[config.mk]
export PLATFORM = sky130hd
export DESIGN_NAME = bus_if_burst
export DESIGN_NICKNAME = d
export VERILOG_FILES = /design/src/rtl/bus_if_burst.sv
export SDC_FILE = /design/constraint.sdc
export NUM_CORES = 1
export LEC_CHECK = 0
export BUFFER_PORTS_ARGS = -buffer_cell sky130_fd_sc_hd__buf_4
export CAP_MARGIN = 20
export CORE_ASPECT_RATIO = 0.8
export CORE_MARGIN = 3
export CORE_UTILIZATION = 41
export DETAILED_ROUTE_END_ITERATION = 10
export GPL_ROUTABILITY_DRIVEN = 0
export GPL_TIMING_DRIVEN = 0
export SYNTH_ARGS = -nofsm -noshare
export SYNTH_HDL_FRONTEND = slang
export SYNTH_SLANG_ARGS = --single-unit
[constraint.sdc]
create_clock -name clk -period 2.2 [get_ports clk]
set_input_delay 0.33 -clock clk [delete_from_list [all_inputs] [get_ports clk]]
set_output_delay 0.33 -clock clk [all_outputs]
set_load 0.02 [all_outputs]
[src/rtl/bus_if_burst.sv]
// Burst bus master: sends ADDR_BYTES address bytes then up to MAX_LEN data bytes,
// one four-phase req/ack handshake per byte, completing with a one-cycle done pulse.
module bus_if_burst #(
    parameter int unsigned ADDR_BYTES = 2,
    parameter int unsigned MAX_LEN    = 4,
    localparam int unsigned LW        = $clog2(MAX_LEN + 1)
) (
    input  logic                    clk,
    input  logic                    rst,
    input  logic                    bus_handshake_ack,
    output logic                    bus_handshake_req,
    output logic [1:0]              bus_state,
    input  logic [7:0]              bus_data_in,
    output logic [7:0]              bus_data_out,
    output logic                    bus_output_enable,
    output logic                    bus_io,
    input  logic                    memory_read,
    input  logic                    memory_write,
    input  logic [8*ADDR_BYTES-1:0] memory_addr,
    input  logic                    memory_io,
    input  logic [LW-1:0]           memory_len,
    input  logic [8*MAX_LEN-1:0]    memory_wdata,
    output logic [8*MAX_LEN-1:0]    memory_rdata,
    output logic                    memory_done
);

    localparam int unsigned CNT_MAX = (ADDR_BYTES > MAX_LEN) ? ADDR_BYTES : MAX_LEN;
    localparam int unsigned IW      = $clog2(CNT_MAX + 1);

    typedef enum logic [1:0] {
        IDLE,
        ADDR,
        DATA
    } state_t;

    state_t state;
    state_t state_next;

    logic [IW-1:0]           idx;
    logic                    req_q;
    logic                    oe_q;
    logic                    done_q;
    logic [8*MAX_LEN-1:0]    rdata_q;
    logic [8*ADDR_BYTES-1:0] cap_addr;
    logic [8*MAX_LEN-1:0]    cap_wdata;
    logic                    cap_io;
    logic                    cap_write;
    logic [LW-1:0]           cap_len;
    logic [LW-1:0]           len_clamped;

    logic active;
    logic accept;
    logic hs;
    logic last_addr;
    logic last_data;
    logic want_oe;

    always_comb begin
        if (memory_len == '0) begin
            len_clamped = LW'(1);
        end else if (memory_len > LW'(MAX_LEN)) begin
            len_clamped = LW'(MAX_LEN);
        end else begin
            len_clamped = memory_len;
        end
    end

    assign active    = (state != IDLE);
    assign accept    = (state == IDLE) && !done_q && (memory_read || memory_write);
    assign hs        = req_q && bus_handshake_ack;
    assign last_addr = (32'(idx) == ADDR_BYTES - 1);
    assign last_data = (32'(idx) + 1 == 32'(cap_len));

    // State register
    always_ff @(posedge clk) begin
        if (rst) begin
            state <= IDLE;
        end else begin
            state <= state_next;
        end
    end

    // Next-state logic
    always_comb begin
        state_next = state;
        unique case (state)
            IDLE:    if (accept) state_next = ADDR;
            ADDR:    if (hs && last_addr) state_next = DATA;
            DATA:    if (hs && last_data) state_next = IDLE;
            default: state_next = IDLE;
        endcase
    end

    // Phase outputs decoded from state and byte index
    always_comb begin
        want_oe      = 1'b0;
        bus_state    = 2'b00;
        bus_data_out = '0;
        bus_io       = memory_io;
        unique case (state)
            ADDR: begin
                want_oe      = 1'b1;
                bus_state    = (idx == '0) ? 2'b00 : 2'b01;
                bus_data_out = 8'(cap_addr >> {idx, 3'b000});
                bus_io       = cap_io;
            end
            DATA: begin
                want_oe      = cap_write;
                bus_state    = {1'b1, cap_write};
                bus_data_out = 8'(cap_wdata >> {idx, 3'b000});
                bus_io       = cap_io;
            end
            default: ;
        endcase
    end

    // Handshake, enable, capture and read-data registers
    always_ff @(posedge clk) begin
        if (rst) begin
            idx       <= '0;
            req_q     <= 1'b0;
            oe_q      <= 1'b0;
            done_q    <= 1'b0;
            rdata_q   <= '0;
            cap_addr  <= '0;
            cap_wdata <= '0;
            cap_io    <= 1'b0;
            cap_write <= 1'b0;
            cap_len   <= '0;
        end else begin
            done_q <= 1'b0;
            if (accept) begin
                cap_addr  <= memory_addr;
                cap_wdata <= memory_wdata;
                cap_io    <= memory_io;
                cap_write <= !memory_read;
                cap_len   <= len_clamped;
                idx       <= '0;
            end else if (active) begin
                if (hs) begin
                    req_q <= 1'b0;
                    if (state == ADDR) begin
                        if (last_addr) begin
                            idx <= '0;
                            // Reads turn the driver off on the same edge so it is never on for a read req
                            if (!cap_write) oe_q <= 1'b0;
                        end else begin
                            idx <= idx + IW'(1);
                        end
                    end else begin
                        if (!cap_write) begin
                            for (int unsigned i = 0; i < MAX_LEN; i++) begin
                                if (idx == IW'(i)) rdata_q[8*i +: 8] <= bus_data_in;
                            end
                        end
                        if (last_data) begin
                            idx    <= '0;
                            oe_q   <= 1'b0;
                            done_q <= 1'b1;
                        end else begin
                            idx <= idx + IW'(1);
                        end
                    end
                end else if (!bus_handshake_ack) begin
                    oe_q <= want_oe;
                    // req waits one cycle after any enable change so the bus settles first
                    if (!req_q && (oe_q == want_oe)) req_q <= 1'b1;
                end
            end
        end
    end

    assign bus_handshake_req = req_q;
    assign bus_output_enable = oe_q;
    assign memory_done       = done_q;
    assign memory_rdata      = rdata_q;

endmodule

==> impl_metrics.env <==
export IMPL_multi_input_area_um2=1991
export IMPL_fp_coreArea_um2=9348
export IMPL_post_dp_cell_area_um2=5064
export IMPL_syn_instance_count=447
export IMPL_antenna_left=0
export IMPL_setup_viol=0
export IMPL_area_growth_pct=33.82
export IMPL_grt_pass1_wl_mm=17.30
export IMPL_min_period_over_period=0.9740
export IMPL_cellPowerDensity_nw_per_um2=992.9
export IMPL_port_buffers=110
export IMPL_yosys_area_share_xor_xnor=0.006452
export IMPL_syn_area_um2=4073
export IMPL_regArea_um2=1867
export IMPL_synth_adder_area_share=0.03072
export IMPL_synth_top_cell_by_area="dfxtp_1"
export IMPL_max_clock_freq_ghz=0.4667
export IMPL_die_w_um=117.4
export IMPL_synth_edf_count=0
export IMPL_synthArstFlopShare=0
export IMPL_antenna_found_initial=0
export IMPL_hpwlAfterDp_mm=8.122
export IMPL_maxCapViolations=0
export IMPL_synth_cell_types=42
export IMPL_utilization=0.5831
export IMPL_ctsHoldBuffers=0
export IMPL_seq_area_frac_synth=0.4571
export IMPL_clock_sinks=93
export IMPL_synth_common_cells="109 x nand2_1, 93 x dfxtp_1, 53 x a21oi_1"
export IMPL_synth_warnings=0
export IMPL_n_fill_cell=858
export IMPL_syn_nets=522
export IMPL_grt_total_usage=0.1999
export IMPL_critical_path_class="reg -> out"
export IMPL_cts_made_buffers=9
export IMPL_drtPass1Iterations=4
export IMPL_syn_area_per_cell_um2=9.111
export IMPL_synthFlopType="dfxtp_1"
export IMPL_yosys_mux_area_fraction=0.1555
export IMPL_ys_ff_latch=93
export IMPL_period_minus_slack_ns=2.143
export IMPL_grt_max_degree=17
export IMPL_crit_arrival_ns=1.81
export IMPL_vias=3472
export IMPL_first_iter_violations=185
export IMPL_critPathMaxFanout=5
export IMPL_outcome="completed"
export IMPL_cts_max_path_buffers=2
export IMPL_p_leak_uw=0.002353
export IMPL_synth_compound_area_share=0.1097
export IMPL_min_path_type="in -> reg"
export IMPL_ir_worst_vdd_v=0.0007281
export IMPL_max_slew_margin=0.6417
export IMPL_tritoncts="built"
export IMPL_start_kind="flop"
export IMPL_vias_per_cell=4.918
export IMPL_initial_core_util=0.4357
export IMPL_fp_row_count=31
export IMPL_num_io_pins=111
export IMPL_fp_dieH_um=95.15
export IMPL_drive_gt1_frac=0.3153
export IMPL_final_nets=644
export IMPL_r2r_setup_slack_ns=0.19
export IMPL_cp_end_kind="primary output"
export IMPL_tns_ns=0
export IMPL_rsz0062_at_grt="true"
export IMPL_fin_skew_ns=0.006828
export IMPL_tightest_slew_ns=0.5375
export IMPL_clock_root_buffer="clkbuf_16"
export IMPL_dieArea_um2=11170
export IMPL_synth_area_leaders="dfxtp_1 46%, nand2_1 10%, mux2i_1 8.4%"
export IMPL_hold_viol=0
export IMPL_htreeDepth=3
export IMPL_grt_ovfl_total=0
export IMPL_synth_top_family_by_area="simple AND/OR/NAND/NOR gates"
export IMPL_slew_viol_final=0
export IMPL_cts_clk_slew_worst_paths_ns=0.06
export IMPL_yosys_area_share_simple=0.1806
export IMPL_yosysTopAreaCellShare=0.4571
export IMPL_drc=0
export IMPL_synth_most_common_cell="nand2_1"
export IMPL_grt_pass1_vias=3326
export IMPL_crit_required_ns=1.87
export IMPL_clk_latency_ns=0.35
export IMPL_post_drt_wl_per_cell_um=15.51
export IMPL_routed_wl_mm=10.95
export IMPL_antenna_cells=0
export IMPL_post_route_cell_area_um2=5450
[cells in the final DEF, fill, tap and decap left out, types with 7 or more instances in the layout]
cell	count
buf_4	112
nand2_1	108
dfxtp_1	91
a21oi_1	53
nor2_1	43
mux2i_1	34
buf_2	10
mux2_2	9
ha_1	9
clkbuf_16	9
buf_6	7
a22oi_1	7
[critical path, cell delays in order (launching register included)]
cell and delay, ns:
dfxtp_4 0.37, buf_6 0.13, mux4_1 0.54, a22oi_1 0.18
nor2_1 0.08, buf_4 0.16
[per-layer routing]
layer	wire, um	global-route usage	part of all wire
met4	141	0.06543	0.013
met1	5537	0.2894	0.51
met5	0	0	0
met2	4568	0.2933	0.42
met3	702	0.04923	0.064
[cell type report]
type	instances	share of cell area
flip-flops and latches	93	0.3425
clock buffers	10	0.04385
plain buffers	29	0.04362
multi-input cells	318	0.3652
clock inverters	6	0.01676
repair buffers	111	0.1529
inverters	7	0.004821
well taps	132	0.03030
[metrics by stage]
| stage | total power [uW] | hold WS (ns) | setup slack, ns | cells |
|---|---|---|---|---|
| 2_1_floorplan | 3148 | 0.4233 | 0.2975 | 447 |
| 3_3_place_gp | 3660 | 0.4379 | -0.07205 | 689 |
| 3_5_place_dp | 3695 | 0.4446 | -0.1023 | 689 |
| 4_1_cts | 5422 | 0.1572 | 0.006484 | 706 |
| 5_1_grt | 5706 | 0.1654 | -0.02617 | 706 |
| 6_report | 5412 | 0.1695 | 0.05721 | 706 |
[registers in the layout (all words and copies together), names as in the netlist]
signal and cells:
cap_addr 16, bus_output_enable 1, cap_wdata 32, state 2, memory_rdata 32, idx 3, cap_write 1, cap_len 3
memory_done 1, bus_handshake_req 1, cap_io 1
[report_power, final]
group	internal (uW)	switching [uW]	leakage, uW	total (uW)
clock network	1040	673	0.000164	1710
logic	666	955	0.00143	1620
registers	1920	160	0.000761	2080
[worst paths after layout]
path | cells past startpoint | endpoint | start
hold reg to reg | 2 | cap_addr[12] | cap_addr[12]
setup / recovery | 5 | bus_data_out[1] | idx[0]
setup reg to reg | 7 | state[1] | idx[1]
hold / removal | 2 | cap_write | memory_read
[repair_timing]
| action | in CTS | in global routing |
|---|---|---|
| buffers inserted | 0 | 0 |
| gates resized for setup | 13 | 7 |
| setup endpoints to repair | 14 | 9 |
| gates cloned | 1 | 0 |
| pin swaps | 1 | 3 |
[cells by family (layout without fill, tap and decap cells)]
family,count (synthesis),in the layout
compound gates,78,78
xor+xnor,3,3
fa+ha+maj,10,10
buf+inv,36,163
flops,93,93
mux,51,51
simple gates,176,176
Power figures use the tool's default switching activity.
